**src/rtl/uart_receiver_fsm.sv**
```systemverilog
// UART receiver: 16x-oversampled, LSB-first, 1 start bit, DATA_BITS data, STOP_BITS stop, no parity.
// Recovers one word per frame and flags framing errors; a held break reports a single error.
module uart_receiver_fsm #(
  parameter int unsigned DATA_BITS = 8,
  parameter int unsigned STOP_BITS = 1
) (
  input  logic                 clock,
  input  logic                 reset,
  input  logic                 sample_tick,
  input  logic                 rx,
  output logic [DATA_BITS-1:0] rx_data,
  output logic                 rx_valid,
  output logic                 frame_err,
  output logic                 busy,
  output logic                 chg_state
);

  localparam int unsigned STOP_TICKS = STOP_BITS * 16;
  localparam int unsigned SW         = $clog2(STOP_TICKS);
  localparam int unsigned NW         = (DATA_BITS > 1) ? $clog2(DATA_BITS) : 1;

  typedef enum logic [1:0] {StIdle, StStart, StData, StStop} state_e;

  state_e                 state_q, state_d;
  logic                   rx_meta_q, rx_s_q;
  logic [DATA_BITS-1:0]   shreg_q, shreg_d;
  logic [SW-1:0]          s_cnt_q, s_cnt_d;
  logic [NW-1:0]          n_cnt_q, n_cnt_d;
  logic                   armed_q, armed_d;
  logic                   err_q, err_d;
  logic [DATA_BITS-1:0]   rx_data_q, rx_data_d;
  logic                   rx_valid_q, rx_valid_d;
  logic                   frame_err_q, frame_err_d;
  logic                   chg_state_q;
  logic                   err_now;

  always_ff @(posedge clock) begin
    if (reset) begin
      rx_meta_q   <= 1'b1;
      rx_s_q      <= 1'b1;
      state_q     <= StIdle;
      shreg_q     <= '0;
      s_cnt_q     <= '0;
      n_cnt_q     <= '0;
      armed_q     <= 1'b1;
      err_q       <= 1'b0;
      rx_data_q   <= '0;
      rx_valid_q  <= 1'b0;
      frame_err_q <= 1'b0;
      chg_state_q <= 1'b0;
    end else begin
      rx_meta_q   <= rx;
      rx_s_q      <= rx_meta_q;
      state_q     <= state_d;
      shreg_q     <= shreg_d;
      s_cnt_q     <= s_cnt_d;
      n_cnt_q     <= n_cnt_d;
      armed_q     <= armed_d;
      err_q       <= err_d;
      rx_data_q   <= rx_data_d;
      rx_valid_q  <= rx_valid_d;
      frame_err_q <= frame_err_d;
      chg_state_q <= (state_d != state_q);
    end
  end

  // The final stop sample is folded in before deciding the frame outcome.
  assign err_now = err_q | ((s_cnt_q[3:0] == 4'hF) & ~rx_s_q);

  always_comb begin
    state_d     = state_q;
    shreg_d     = shreg_q;
    s_cnt_d     = s_cnt_q;
    n_cnt_d     = n_cnt_q;
    armed_d     = armed_q;
    err_d       = err_q;
    rx_data_d   = rx_data_q;
    rx_valid_d  = 1'b0;
    frame_err_d = 1'b0;
    if (sample_tick) begin
      unique case (state_q)
        StIdle: begin
          if (rx_s_q) begin
            armed_d = 1'b1;
          end else if (armed_q) begin
            s_cnt_d = '0;
            state_d = StStart;
          end
        end
        StStart: begin
          if (s_cnt_q == SW'(7)) begin
            if (!rx_s_q) begin
              s_cnt_d = '0;
              n_cnt_d = '0;
              state_d = StData;
            end else begin
              state_d = StIdle;
            end
          end else begin
            s_cnt_d = s_cnt_q + SW'(1);
          end
        end
        StData: begin
          if (s_cnt_q == SW'(15)) begin
            shreg_d = {rx_s_q, shreg_q[DATA_BITS-1:1]};
            s_cnt_d = '0;
            if (n_cnt_q == NW'(DATA_BITS - 1)) begin
              err_d   = 1'b0;
              state_d = StStop;
            end else begin
              n_cnt_d = n_cnt_q + NW'(1);
            end
          end else begin
            s_cnt_d = s_cnt_q + SW'(1);
          end
        end
        StStop: begin
          if (s_cnt_q == SW'(STOP_TICKS - 1)) begin
            state_d = StIdle;
            if (err_now) begin
              frame_err_d = 1'b1;
              armed_d     = 1'b0;
            end else begin
              rx_data_d  = shreg_q;
              rx_valid_d = 1'b1;
            end
          end else begin
            err_d   = err_now;
            s_cnt_d = s_cnt_q + SW'(1);
          end
        end
        default: state_d = StIdle;
      endcase
    end
  end

  assign rx_data   = rx_data_q;
  assign rx_valid  = rx_valid_q;
  assign frame_err = frame_err_q;
  assign chg_state = chg_state_q;
  assign busy      = (state_q != StIdle);

endmodule

```
**config.mk**
```make
export PLATFORM = sky130hd
export DESIGN_NAME = uart_receiver_fsm
export DESIGN_NICKNAME = d
export VERILOG_FILES = /design/src/rtl/uart_receiver_fsm.sv
export SDC_FILE = /design/constraint.sdc
export NUM_CORES = 1
export LEC_CHECK = 0
export ABC_CLOCK_PERIOD_IN_PS = 1900
export BUFFER_PORTS_ARGS = -buffer_cell sky130_fd_sc_hd__buf_4
export CAP_MARGIN = 5
export CORE_MARGIN = 1.5
export CORE_UTILIZATION = 40
export CTS_CLUSTER_SIZE = 16
export DETAILED_ROUTE_END_ITERATION = 6
export PLACE_DENSITY = 0.54
export SKIP_CTS_REPAIR_TIMING = 1
export SLEW_MARGIN = 10
export SYNTH_ARGS = -nofsm -noshare
export SYNTH_HDL_FRONTEND = slang
export SYNTH_SLANG_ARGS = --single-unit
```
**constraint.sdc**
```tcl
create_clock -name clock -period 1.9 [get_ports clock]
set_input_delay 0.38 -clock clock [delete_from_list [all_inputs] [get_ports clock]]
set_output_delay 0.38 -clock clock [all_outputs]
set_load 0.1 [all_outputs]
```
==> flow_metrics.tcl <==
set metrics [dict create \
    ys_types 42 \
    drc_errors 0 \
    hold_violations 0 \
    multiInputGateArea_um2 719 \
    clockBufferDepth 2 \
    final-max-slew-violation-count 0 \
    root_buffer "clkbuf_4" \
    synth_edf_count 0 \
    via_per_inst 5.27 \
    grt_pass1_wl_um 4750 \
    routed_wl_um 2640 \
    final_util 0.498 \
    clkPwrFrac 0.406 \
    rsz0062_at_grt "no" \
    path_class "reg2reg" \
    async_flop_share 0 \
    regToRegSetupSlack_ns 0.14 \
    reg2reg_from "n_cnt_q[0]" \
    fin_worst_skew_ns 0.00721 \
    crit_arrival_ns 2.02 \
    ys_seq_elements 32 \
    crit_chain "ha_1, ha_1, and4bb_2, o21ai_2, or3b_1, a21oi_2" \
    crit_buf_inv 0 \
    finalSetupTns_ns 0 \
    die_y_um 63.0 \
    grt_util_all_layers 0.148 \
    syn2layout_area_growth_pct 17.2 \
    die-area_um2 3970 \
    status "completed" \
    cp_common_cell "ha_1" \
    initial_core_util 0.425 \
    antenna_found_initial 0 \
    crit_path_max_incr_delay_ns 0.41 \
    synth_area_um2 1440 \
    synth_ff_type "dfxtp_1" \
    min-delay-start "rx" \
    fin_cells 211 \
    drive_gt1_frac 0.242 \
    maxCapViolCount 0 \
    yosysWarnings 0 \
    syn-num-nets 154 \
    nNetsFinal 171 \
    postSynthCellCount 147 \
    path_max_fanout 4 \
    reg2reg_depth 6 \
    diodes 0 \
    r2r_end "n_cnt_q[0]" \
    max_slew.worst_pin.slew_ns 0.423 \
    htreeDepth 2 \
    wire_per_inst_um 12.5 \
    clkTransAtPathRegs_ns 0.10 \
    setup_violations 0 \
    min_to "rx_meta_q" \
    p_leak_nw 0.617 \
    ios 16 \
    core_area_um2 3390 \
    rows 21 \
    cts_sinks 32 \
    crit_path_start_kind "flop" \
    dp_cells 203 \
    syn_area_per_cell_um2 9.81 \
    grt_pass1_vias 1100 \
    switchingPower_mw 0.261 \
    drtIter0Drc 36 \
    p_int_mw 0.967 \
    worstPathRequired_ns 2.16 \
    pwr-share-comb 0.042 \
    hold-path-cell-count 2 \
    period_share 0.926 \
    cts_buffers 5 \
    pwr-share-seq 0.552 \
    hpwl_um 1920 \
    synth.largest_area_cell "dfxtp_1" \
    crit_family "simple AND/OR/NAND/NOR gates" \
    gp_congestion 0.800 \
    grt-ovfl-total 0 \
    first_pass_iters 4 \
    grt_max_degree 38 \
    end_kind "flop" \
    synth_area_leaders "dfxtp_1, mux2i_1, nor2_1, nand2b_1, ha_1" \
    seq_area_frac_synth 0.444 \
    nFillCells 339 \
    cp_slowest_cell "or3b_1" \
    fmax_mhz 568 \
    dieWidth_um 63.0 \
    p_per_area_nw_per_um2 727 \
    cts_tree "yes" \
    port_buffers 15 \
    clk_latency_ns 0.32 \
    min_path_type "in2reg" \
    post-route-min-period_ns 1.76 \
    ant_nets 0 \
    vias 1113 \
    p_sw_frac 0.212 \
    slew_headroom 0.717 \
    peakVddDrop_v 0.000402 \
    synth.top_cell.area_share 0.444 \
    regArea_um2 642 \
]
## through the flow
stage | power, mW | instance area [um^2] | setup slack, ns | hold WS, ns
after floorplan | 0.731 | 1440 | 0.273 | 0.389
after global placement | 0.745 | 1610 | 0.226 | 0.399
after detailed placement | 0.745 | 1610 | 0.149 | 0.404
after CTS | 1.25 | 1690 | 0.00885 | 0.219
after global routing | 1.29 | 1690 | 0.0611 | 0.216
final | 1.23 | 1690 | 0.140 | 0.235
## registers in the layout (all words and copies together) (netlist names)
signal,flops
s_cnt_q,4
chg_state,1
state_q,2
rx_s_q,1
rx_valid,1
err_q,1
rx_data,8
n_cnt_q,3
rx_meta_q,1
armed_q,1
frame_err,1
shreg_q,8
## Yosys cell counts, types with 2 or more instances
library cell,count
dfxtp_1,32
or2_2,3
nand3_1,3
nor2b_1,2
nand2_1,4
nand2b_1,7
nor3_1,2
and3_1,2
a31oi_1,4
o2111ai_1,3
clkbuf_1,3
ha_1,3
o22ai_1,2
mux2i_1,17
buf_4,3
nor2_1,20
nand4b_1,2
inv_1,5
a21oi_1,6
buf_6,2
## cell usage in the layout, fill, tap and decap left out, drive strengths merged, types with 2 or more instances in the layout
cell and n:
nand2 4, o21ai 2, a21oi 7, buf 20
or2 3, mux2i 17, nand4b 2, ha 3
nand2b 7, nand3 3, a31oi 4, nor2 20
nor3 2, o2111ai 3, and2 2, and3 2
inv 5, clkbuf 6, dfxtp 32, o311ai 2
nor2b 2, o22ai 2
## logic make-up (layout without fill, tap and decap cells)
kind of cell | after synthesis | count (layout) | share of synthesized area
buffers and inverters | 15 | 33 | 0.0582
adders and majority gates | 3 | 3 | 0.0260
AOI/OAI and AO/OA | 25 | 25 | 0.131
and+or+nand+nor | 55 | 55 | 0.222
muxes | 17 | 17 | 0.118
DFF | 32 | 32 | 0.444
## worst max-delay path by stage
stage	startpoint	slack (ns)	depth (start not counted)	to
detailed placement	n_cnt_q[0]	0.15	6	n_cnt_q[0]
global route	s_cnt_q[0]	0.06	6	shreg_q[2]
floorplan	n_cnt_q[0]	0.27	6	n_cnt_q[0]
global placement	n_cnt_q[0]	0.23	6	n_cnt_q[0]
finish	n_cnt_q[0]	0.14	6	n_cnt_q[0]
CTS	state_q[1]	0.009	3	busy
## layer usage
metal / global-route usage / vias to the layer above / wire (um)
met5: 0 / - / 0
met4: 0.0417 / 0 / 17
met3: 0.0523 / 2 / 122
met2: 0.250 / 24 / 1220
met1: 0.178 / 521 / 1280
li1: - / 566 / -
## power by group through the flow
| stage | registers (mW) | clock network [mW] | logic, mW |
|---|---|---|---|
| after floorplan | 0.696 | 0 | 0.0354 |
| after global placement | 0.693 | 0 | 0.0513 |
| after detailed placement | 0.693 | 0 | 0.0516 |
| after CTS | 0.678 | 0.522 | 0.0518 |
| after global routing | 0.679 | 0.553 | 0.0561 |
| final | 0.678 | 0.499 | 0.0515 |
## layout make-up
class                   count  share of cell area
clock buffers               6              0.0244
clock inverters             2              0.0207
inverters                   5              0.0111
multi-input cells         100               0.426
flip-flops and latches     32               0.380
well taps                  46              0.0341
repair buffers             20               0.104
No activity file was read; power rests on OpenSTA's default activity.
